$ cat config.mk
export PLATFORM = sky130hd
export DESIGN_NAME = i2c_xlate_table_ctrl_flat
export DESIGN_NICKNAME = d
export VERILOG_FILES = /design/src/rtl/i2c_xlate_table_ctrl_if.sv /design/src/rtl/i2c_xlate_table_ctrl.sv /design/src/flat_wrapper.sv
export SDC_FILE = /design/constraint.sdc
export NUM_CORES = 1
export LEC_CHECK = 0
export ABC_AREA = 1
export CAP_MARGIN = 10
export CORE_MARGIN = 10
export CORE_UTILIZATION = 55
export CTS_CLUSTER_DIAMETER = 40
export DETAILED_ROUTE_END_ITERATION = 16
export PLACE_DENSITY = 0.84
export SLEW_MARGIN = 25
export SYNTH_ARGS = -nofsm -noshare
export SYNTH_HDL_FRONTEND = slang
export SYNTH_SLANG_ARGS = --single-unit
$ cat constraint.sdc
create_clock -name clk -period 4.7 [get_ports clk]
set_input_delay 0.47 -clock clk [delete_from_list [all_inputs] [get_ports clk]]
set_output_delay 0.47 -clock clk [all_outputs]
set_load 0.02 [all_outputs]
$ cat src/rtl/i2c_xlate_table_ctrl_if.sv
// Lookup and config handshake bundle for the I2C address-translation table.
// The master side is the address capture / host logic, the slave side is the table controller.
interface i2c_xlate_table_ctrl_if #(
   parameter int IDX_W = 2
);
   logic             lkp_valid;
   logic             lkp_ready;
   logic [6:0]       lkp_addr;
   logic             lkp_ack;
   logic             lkp_hit;
   logic [6:0]       lkp_phys;
   logic             cfg_valid;
   logic             cfg_ready;
   logic             cfg_write;
   logic [IDX_W-1:0] cfg_index;
   logic             cfg_en;
   logic [6:0]       cfg_virt;
   logic [6:0]       cfg_phys;
   logic             cfg_rvalid;
   logic [14:0]      cfg_rdata;

   modport master (
      output lkp_valid, lkp_addr, cfg_valid, cfg_write, cfg_index, cfg_en, cfg_virt, cfg_phys,
      input  lkp_ready, lkp_ack, lkp_hit, lkp_phys, cfg_ready, cfg_rvalid, cfg_rdata
   );

   modport slave (
      input  lkp_valid, lkp_addr, cfg_valid, cfg_write, cfg_index, cfg_en, cfg_virt, cfg_phys,
      output lkp_ready, lkp_ack, lkp_hit, lkp_phys, cfg_ready, cfg_rvalid, cfg_rdata
   );
endinterface

$ cat src/rtl/i2c_xlate_table_ctrl.sv
// Address-remap table with a one-entry-per-cycle lookup scanner and an
// arbitrated host config port; config is only served while no scan is running.
//
// state | meaning
// IDLE  | accepting lookups, or config accesses when no lookup is requested
// SCAN  | comparing entry[idx] against the latched virtual address
// RESP  | lkp_ack pulse; hit/phys results held afterwards
module i2c_xlate_table_ctrl #(
   parameter int         ENTRIES   = 4,
   parameter logic [6:0] RST_VIRT0 = 7'h49,
   parameter logic [6:0] RST_PHYS0 = 7'h48
) (
   input  logic                  clk,
   input  logic                  reset,
   i2c_xlate_table_ctrl_if.slave bus,
   output logic [7:0]            hit_count,
   output logic                  busy
);
   localparam int IDX_W = (ENTRIES > 1) ? $clog2(ENTRIES) : 1;

   typedef enum logic [1:0] {IDLE, SCAN, RESP} state_t;

   state_t           state_q, state_d;
   logic [IDX_W-1:0] idx_q, idx_d;
   logic [6:0]       addr_q, addr_d;
   logic             ack_q, ack_d;
   logic             hit_q, hit_d;
   logic [6:0]       lphys_q, lphys_d;
   logic [7:0]       cnt_q, cnt_d;
   logic             rvalid_q, rvalid_d;
   logic [14:0]      rdata_q, rdata_d;
   logic             ready_q, ready_d;
   logic             busy_q, busy_d;
   logic             en_q    [ENTRIES];
   logic             en_d    [ENTRIES];
   logic [6:0]       virt_q  [ENTRIES];
   logic [6:0]       virt_d  [ENTRIES];
   logic [6:0]       tphys_q [ENTRIES];
   logic [6:0]       tphys_d [ENTRIES];

   logic cfg_in_range;
   logic lkp_acc;
   logic cfg_acc;

   assign cfg_in_range = (int'(bus.cfg_index) < ENTRIES);
   assign lkp_acc      = (state_q == IDLE) && bus.lkp_valid;
   assign cfg_acc      = (state_q == IDLE) && bus.cfg_valid && !bus.lkp_valid;

   always_comb begin
      state_d  = state_q;
      idx_d    = idx_q;
      addr_d   = addr_q;
      ack_d    = 1'b0;
      hit_d    = hit_q;
      lphys_d  = lphys_q;
      cnt_d    = cnt_q;
      rvalid_d = 1'b0;
      rdata_d  = rdata_q;
      en_d     = en_q;
      virt_d   = virt_q;
      tphys_d  = tphys_q;

      case (state_q)
         IDLE: begin
            if (lkp_acc) begin
               addr_d  = bus.lkp_addr;
               idx_d   = '0;
               state_d = SCAN;
            end else if (cfg_acc) begin
               if (bus.cfg_write) begin
                  if (cfg_in_range) begin
                     en_d[bus.cfg_index]    = bus.cfg_en;
                     virt_d[bus.cfg_index]  = bus.cfg_virt;
                     tphys_d[bus.cfg_index] = bus.cfg_phys;
                  end
               end else begin
                  rvalid_d = 1'b1;
                  rdata_d  = cfg_in_range ? {en_q[bus.cfg_index], virt_q[bus.cfg_index],
                                             tphys_q[bus.cfg_index]} : 15'd0;
               end
            end
         end
         SCAN: begin
            // Scanning upward makes the lowest matching index win on duplicates.
            if (en_q[idx_q] && (virt_q[idx_q] == addr_q)) begin
               state_d = RESP;
               ack_d   = 1'b1;
               hit_d   = 1'b1;
               lphys_d = tphys_q[idx_q];
               if (cnt_q != 8'hFF) cnt_d = cnt_q + 8'd1;
            end else if (idx_q == IDX_W'(ENTRIES - 1)) begin
               state_d = RESP;
               ack_d   = 1'b1;
               hit_d   = 1'b0;
               lphys_d = addr_q;
            end else begin
               idx_d = idx_q + 1'b1;
            end
         end
         RESP:    state_d = IDLE;
         default: state_d = IDLE;
      endcase

      ready_d = (state_d == IDLE);
      busy_d  = (state_d != IDLE);
   end

   always_ff @(posedge clk or posedge reset) begin
      if (reset) begin
         state_q  <= IDLE;
         idx_q    <= '0;
         addr_q   <= '0;
         ack_q    <= 1'b0;
         hit_q    <= 1'b0;
         lphys_q  <= '0;
         cnt_q    <= '0;
         rvalid_q <= 1'b0;
         rdata_q  <= '0;
         ready_q  <= 1'b1;
         busy_q   <= 1'b0;
         for (int i = 0; i < ENTRIES; i++) begin
            en_q[i]    <= (i == 0);
            virt_q[i]  <= (i == 0) ? RST_VIRT0 : 7'd0;
            tphys_q[i] <= (i == 0) ? RST_PHYS0 : 7'd0;
         end
      end else begin
         state_q  <= state_d;
         idx_q    <= idx_d;
         addr_q   <= addr_d;
         ack_q    <= ack_d;
         hit_q    <= hit_d;
         lphys_q  <= lphys_d;
         cnt_q    <= cnt_d;
         rvalid_q <= rvalid_d;
         rdata_q  <= rdata_d;
         ready_q  <= ready_d;
         busy_q   <= busy_d;
         en_q     <= en_d;
         virt_q   <= virt_d;
         tphys_q  <= tphys_d;
      end
   end

   // cfg_ready must drop the same cycle a lookup request appears, so it cannot be fully registered.
   assign bus.lkp_ready  = ready_q;
   assign bus.cfg_ready  = ready_q & ~bus.lkp_valid;
   assign bus.lkp_ack    = ack_q;
   assign bus.lkp_hit    = hit_q;
   assign bus.lkp_phys   = lphys_q;
   assign bus.cfg_rvalid = rvalid_q;
   assign bus.cfg_rdata  = rdata_q;
   assign hit_count      = cnt_q;
   assign busy           = busy_q;
endmodule

$ cat src/flat_wrapper.sv
// flat-port wrapper written by rule: the top's interface ports become plain ports
module i2c_xlate_table_ctrl_flat 
#(
   parameter int         ENTRIES   = 4,
   parameter logic [6:0] RST_VIRT0 = 7'h49,
   parameter logic [6:0] RST_PHYS0 = 7'h48
)
  (clk, reset, hit_count, busy, bus_lkp_valid, bus_lkp_addr, bus_cfg_valid, bus_cfg_write, bus_cfg_index, bus_cfg_en, bus_cfg_virt, bus_cfg_phys, bus_lkp_ready, bus_lkp_ack, bus_lkp_hit, bus_lkp_phys, bus_cfg_ready, bus_cfg_rvalid, bus_cfg_rdata);
  i2c_xlate_table_ctrl_if #(.IDX_W(2)) bus_i ();
  input  logic clk;
  input  logic reset;
  output logic [7:0] hit_count;
  output logic busy;
  input wire logic [$bits(bus_i.lkp_valid)-1:0] bus_lkp_valid;
  input wire logic [$bits(bus_i.lkp_addr)-1:0] bus_lkp_addr;
  input wire logic [$bits(bus_i.cfg_valid)-1:0] bus_cfg_valid;
  input wire logic [$bits(bus_i.cfg_write)-1:0] bus_cfg_write;
  input wire logic [$bits(bus_i.cfg_index)-1:0] bus_cfg_index;
  input wire logic [$bits(bus_i.cfg_en)-1:0] bus_cfg_en;
  input wire logic [$bits(bus_i.cfg_virt)-1:0] bus_cfg_virt;
  input wire logic [$bits(bus_i.cfg_phys)-1:0] bus_cfg_phys;
  output wire logic [$bits(bus_i.lkp_ready)-1:0] bus_lkp_ready;
  output wire logic [$bits(bus_i.lkp_ack)-1:0] bus_lkp_ack;
  output wire logic [$bits(bus_i.lkp_hit)-1:0] bus_lkp_hit;
  output wire logic [$bits(bus_i.lkp_phys)-1:0] bus_lkp_phys;
  output wire logic [$bits(bus_i.cfg_ready)-1:0] bus_cfg_ready;
  output wire logic [$bits(bus_i.cfg_rvalid)-1:0] bus_cfg_rvalid;
  output wire logic [$bits(bus_i.cfg_rdata)-1:0] bus_cfg_rdata;
  assign bus_i.lkp_valid = bus_lkp_valid;
  assign bus_i.lkp_addr = bus_lkp_addr;
  assign bus_i.cfg_valid = bus_cfg_valid;
  assign bus_i.cfg_write = bus_cfg_write;
  assign bus_i.cfg_index = bus_cfg_index;
  assign bus_i.cfg_en = bus_cfg_en;
  assign bus_i.cfg_virt = bus_cfg_virt;
  assign bus_i.cfg_phys = bus_cfg_phys;
  assign bus_lkp_ready = bus_i.lkp_ready;
  assign bus_lkp_ack = bus_i.lkp_ack;
  assign bus_lkp_hit = bus_i.lkp_hit;
  assign bus_lkp_phys = bus_i.lkp_phys;
  assign bus_cfg_ready = bus_i.cfg_ready;
  assign bus_cfg_rvalid = bus_i.cfg_rvalid;
  assign bus_cfg_rdata = bus_i.cfg_rdata;
  i2c_xlate_table_ctrl #(.ENTRIES(ENTRIES), .RST_VIRT0(RST_VIRT0), .RST_PHYS0(RST_PHYS0)) u_core (.clk(clk), .reset(reset), .bus(bus_i), .hit_count(hit_count), .busy(busy));
endmodule
==> implementation parameters <==
Parameter                              Value

Critical path
  Total stage count of the critical path    11
  Critical Path Start Type    register
  Largest stage delay on the critical path    between 0.8 and 0.9 ns
  Required time of the critical path    4.96 ns
  Critical path class    register to register
  Cell mode on critical path    sky130_fd_sc_hd__nand2_1
  Signal arrival time at the worst endpoint    ~3.0 ns
  Worst path buffer plus inverter count    1
  Capturing element type of the critical path    register
  Dominant delay contributor by cell family on the critical path    simple AND/OR/NAND/NOR gates
  Cell depth of the worst flop-to-flop path    11
  Critical Path Slowest Stage Cell    sky130_fd_sc_hd__dfrtp_1
  Highest net fanout along the worst path    18
  Crit path cell chain    inv_2, nand3_1, nand2_1, nand2_1, nand2_1, nor2_1, nand2_1, nor2_4, nand2_2, nand2_1, o21ai_2
  Origin of the critical flop-to-flop path    u_core.idx_q[1]
  CP startpoint    u_core.idx_q[1]

GRT
  Via count of the first global-routing pass    roughly 4600
  First-pass GRT wire length    about 21 mm
  Total grt overflow    0
  Largest net degree at the start of global routing    85
  Global router's overall resource usage    just under 20%
  Number of antenna violations at the first check in global routing    0

Finish
  Number of nets in the layout    736
  Filler-free cell count of the finished design    roughly 800
  Area growth from synthesis to layout    17.90%
  Final std cell area, no fill    roughly 6100 sq um
  Share of the core filled with cells in the final layout    between 60% and 70%
  Layout cell share with drive strength beyond 1    8.310%
  Sequential Area    between 2000 and 3000 sq um
  Number of fill cells    around 730
  Antenna Diode Count    0
  Area of the multi-input gates    roughly 2200 sq um

Die
  Chip Width    117.0 microns
  Placeable core region    approximately 9200 sq um
  Die Outline Area    13680 sq um
  Cell Rows    35
  Top-level I/O count    65
  Vertical die dimension    ~120 microns
  Initial Utilization    between 50% and 60%

Drt
  WL met3    roughly 1.3 mm
  Post-detailed-route via-to-cell ratio    5.569
  Average wire per standard cell    between 15 and 20 microns
  Initial drt markers    446
  Detailed route wirelength on metal2    6.157 mm
  Met1 wire length    roughly 5.3 mm
  Top layer in use    met4
  Overall routed net length    between 10 and 15 mm
  Count of unresolved DRC violations after routing    0
  Via count of the routed design    4572
  Total iterations of the first detailed-routing run    6
  Number of nets with antenna violations after detailed routing    0

Yosys
  Instance count of the mapped netlist    650
  Total nets after synthesis    approximately 680
  Post-synth top area cell    sky130_fd_sc_hd__dfrtp_1
  Count of cell types in the netlist    25
  Flip-flop and latch count after synthesis    about 110
  Post-synth top area share    a little under half
  Register area share after synthesis    about half
  Synth warn    0
  Cell types occupying the most area after synthesis    sky130_fd_sc_hd__dfrtp_1 (48%), sky130_fd_sc_hd__nand2_1 (19%), sky130_fd_sc_hd__o21ai_0 (7.6%)
  Area of the mapped netlist    5172 sq um
  Mean instance size in the synthesized netlist    around 8.0 sq um

Placement
  Cell area reported after detailed placement    5877 sq um
  Routability congestion estimate from global placement    a little under 0.9
  Detailed Place HPWL    9.056 mm
  Quantity of I/O buffers inserted on ports    between 60 and 70
  Cell count after placement    805

Clock network
  CTS root buf    sky130_fd_sc_hd__clkbuf_8
  Cts-stage hold buffer count    0
  Total setup buffers inserted after CTS    0
  TritonCTS clock tree    done
  Buffer depth of the longest clock path    2
  Post-cts gate resize count    0
  Number of levels the H-tree was split into    3
  Clock latency at the later pin of the worst-skew pair    approximately 0.37 ns
  Clock buffer count from CTS    9
  Sinks on Clock Net    approximately 110
  CTS clk-pin slew, worst paths    around 0.10 ns

STA
  Accumulated negative setup slack    0 ns
  Post-route worst hold slack    between 0.4 and 0.5 ns
  Setup Skew    roughly 0.009 ns
  Count of endpoints failing hold in the final timing report    0
  # setup viols final    0
  Setup repair after global routing missed its margin    no
  Slew at the pin closest to its max-slew limit    roughly 0.97 ns
  Relative max-transition margin    approximately a third
  Min cycle time layout    about 2.7 ns
  Peak clock frequency supported by timing    ~0.37 GHz
  Final worst path period share    about 58%
  Final-report max-slew violation count    0

Pwr
  Peak supply drop    approximately 0.34 mV
  Lkg Pwr    between 0.002 and 0.003 uW
  Pwr dens    roughly 600 nW/um^2

Worst hold path
  Hold_sp    u_core.bus.lkp_hit
  Cell count of the worst hold path    2
  Path class of the lowest-slack min-delay path    register to register

Run status
  Run status    complete, no violations

Job
  Number of violations of the max-capacitance limit    0
-- layout by cell type (no fill, tap or decap) --
master	Yosys	routed
sky130_fd_sc_hd__mux2_2	15	15
sky130_fd_sc_hd__nand4_1	17	17
sky130_fd_sc_hd__nand3b_1	2	2
sky130_fd_sc_hd__o22ai_1	7	7
sky130_fd_sc_hd__o21ai_0	79	79
sky130_fd_sc_hd__o21ai_2	4	4
sky130_fd_sc_hd__xnor2_1	7	7
sky130_fd_sc_hd__bufinv_16	0	2
sky130_fd_sc_hd__nand3_1	40	40
sky130_fd_sc_hd__inv_1	37	36
sky130_fd_sc_hd__inv_6	0	2
sky130_fd_sc_hd__nand2_1	259	259
sky130_fd_sc_hd__clkdlybuf4s50_1	0	64
sky130_fd_sc_hd__nor2_2	1	1
sky130_fd_sc_hd__clkinv_2	0	1
sky130_fd_sc_hd__clkbuf_1	19	2
sky130_fd_sc_hd__buf_4	2	9
sky130_fd_sc_hd__dfrtp_1	99	99
sky130_fd_sc_hd__nor2_4	2	2
sky130_fd_sc_hd__nand3_2	1	1
sky130_fd_sc_hd__clkbuf_8	0	10
sky130_fd_sc_hd__ha_1	2	2
sky130_fd_sc_hd__a31oi_1	1	1
sky130_fd_sc_hd__a21oi_1	2	2
sky130_fd_sc_hd__nor2_1	34	34
sky130_fd_sc_hd__inv_2	4	4
sky130_fd_sc_hd__dfstp_2	7	7
sky130_fd_sc_hd__nand2_2	1	1
-- logic make-up (layout without fill, tap and decap cells) --
family,after synthesis,count (layout),synth area share (%)
xor gates and xnor gates,7,7,1.185
AOI/OAI and AO/OA,93,93,9.482
adders and majority gates,2,2,0.4837
muxes,15,15,3.266
DFF,106,106,51.45
buffers and inverters,70,130,5.781
and+or+nand+nor,357,357,28.35
-- metal layers --
| metal | GRT usage (%) | vias to the layer above |
|---|---|---|
| met5 | 0 | - |
| met4 | 7.578 | 0 |
| met3 | 5.607 | 38 |
| met2 | 33.71 | 227 |
| met1 | 23.39 | 2105 |
| li1 | - | 2202 |
-- cell type report --
type                            count  area share (%)
Tap cell                          111           2.277
Clock buffer                       12           2.380
Inverter                           41           2.606
Clock inverter                      4           1.211
Timing Repair Buffer               73           11.61
Multi-Input combinational cell    474           36.27
Sequential cell                   106           43.64
-- report_power, final --
part           internal [uW]  switching [uW]
clock                    317             301
sequential              1300             302
combinational            626             906
total                   2240            1510
-- synthesized netlist by cell type (all sizes together) --
cell / number
nand2: 260
dfrtp: 99
o21ai: 83
inv: 41
nand3: 41
nor2: 37
clkbuf: 19
nand4: 17
mux2: 15
buf: 10
dfstp: 7
o22ai: 7
xnor2: 7
a21oi: 2
ha: 2
nand3b: 2
a31oi: 1
-- worst reg2reg max path, cell delays in order, from the launching register on --
cell and delay (ns):
sky130_fd_sc_hd__dfrtp_1 0.85, sky130_fd_sc_hd__inv_2 0.35, sky130_fd_sc_hd__nand3_1 0.26, sky130_fd_sc_hd__nand2_1 0.10
sky130_fd_sc_hd__nand2_1 0.06, sky130_fd_sc_hd__nand2_1 0.06, sky130_fd_sc_hd__nor2_1 0.11, sky130_fd_sc_hd__nand2_1 0.09
sky130_fd_sc_hd__nor2_4 0.29, sky130_fd_sc_hd__nand2_2 0.25, sky130_fd_sc_hd__nand2_1 0.14, sky130_fd_sc_hd__o21ai_2 0.06
-- state kept, by name, indices dropped and copies added, names as in the netlist --
register               flops
u_core.bus.lkp_phys        7
u_core.addr_q              7
u_core.hit_count           8
u_core.en_q                4
u_core.bus.cfg_rvalid      1
u_core.bus.lkp_ack         1
u_core.bus.lkp_hit         1
u_core.tphys_q            28
u_core.bus.cfg_rdata      15
u_core.virt_q             28
u_core.state_q             2
u_core.bus.lkp_ready       1
u_core.busy                1
u_core.idx_q               2
-- per-stage QoR --
step | power, uW | setup slack, ns
after floorplan | 2574 | 1.453
after global placement | 3060 | 2.011
after detailed placement | 3128 | 1.914
after CTS | 3745 | 2.081
after global routing | 4031 | 1.787
final | 3747 | 1.980
-- worst paths after layout --
path	slack [ns]	endpoint
min in group asynchronous	0.61	u_core.bus.cfg_rdata[13]
setup / recovery	1.98	u_core.hit_count[6]
max in group asynchronous	3.22	u_core.virt_q[24]
hold reg to reg	0.49	u_core.bus.lkp_hit
hold / removal	0.49	u_core.bus.lkp_hit
setup reg to reg	1.98	u_core.hit_count[6]
(Power assumes the default switching activity.)
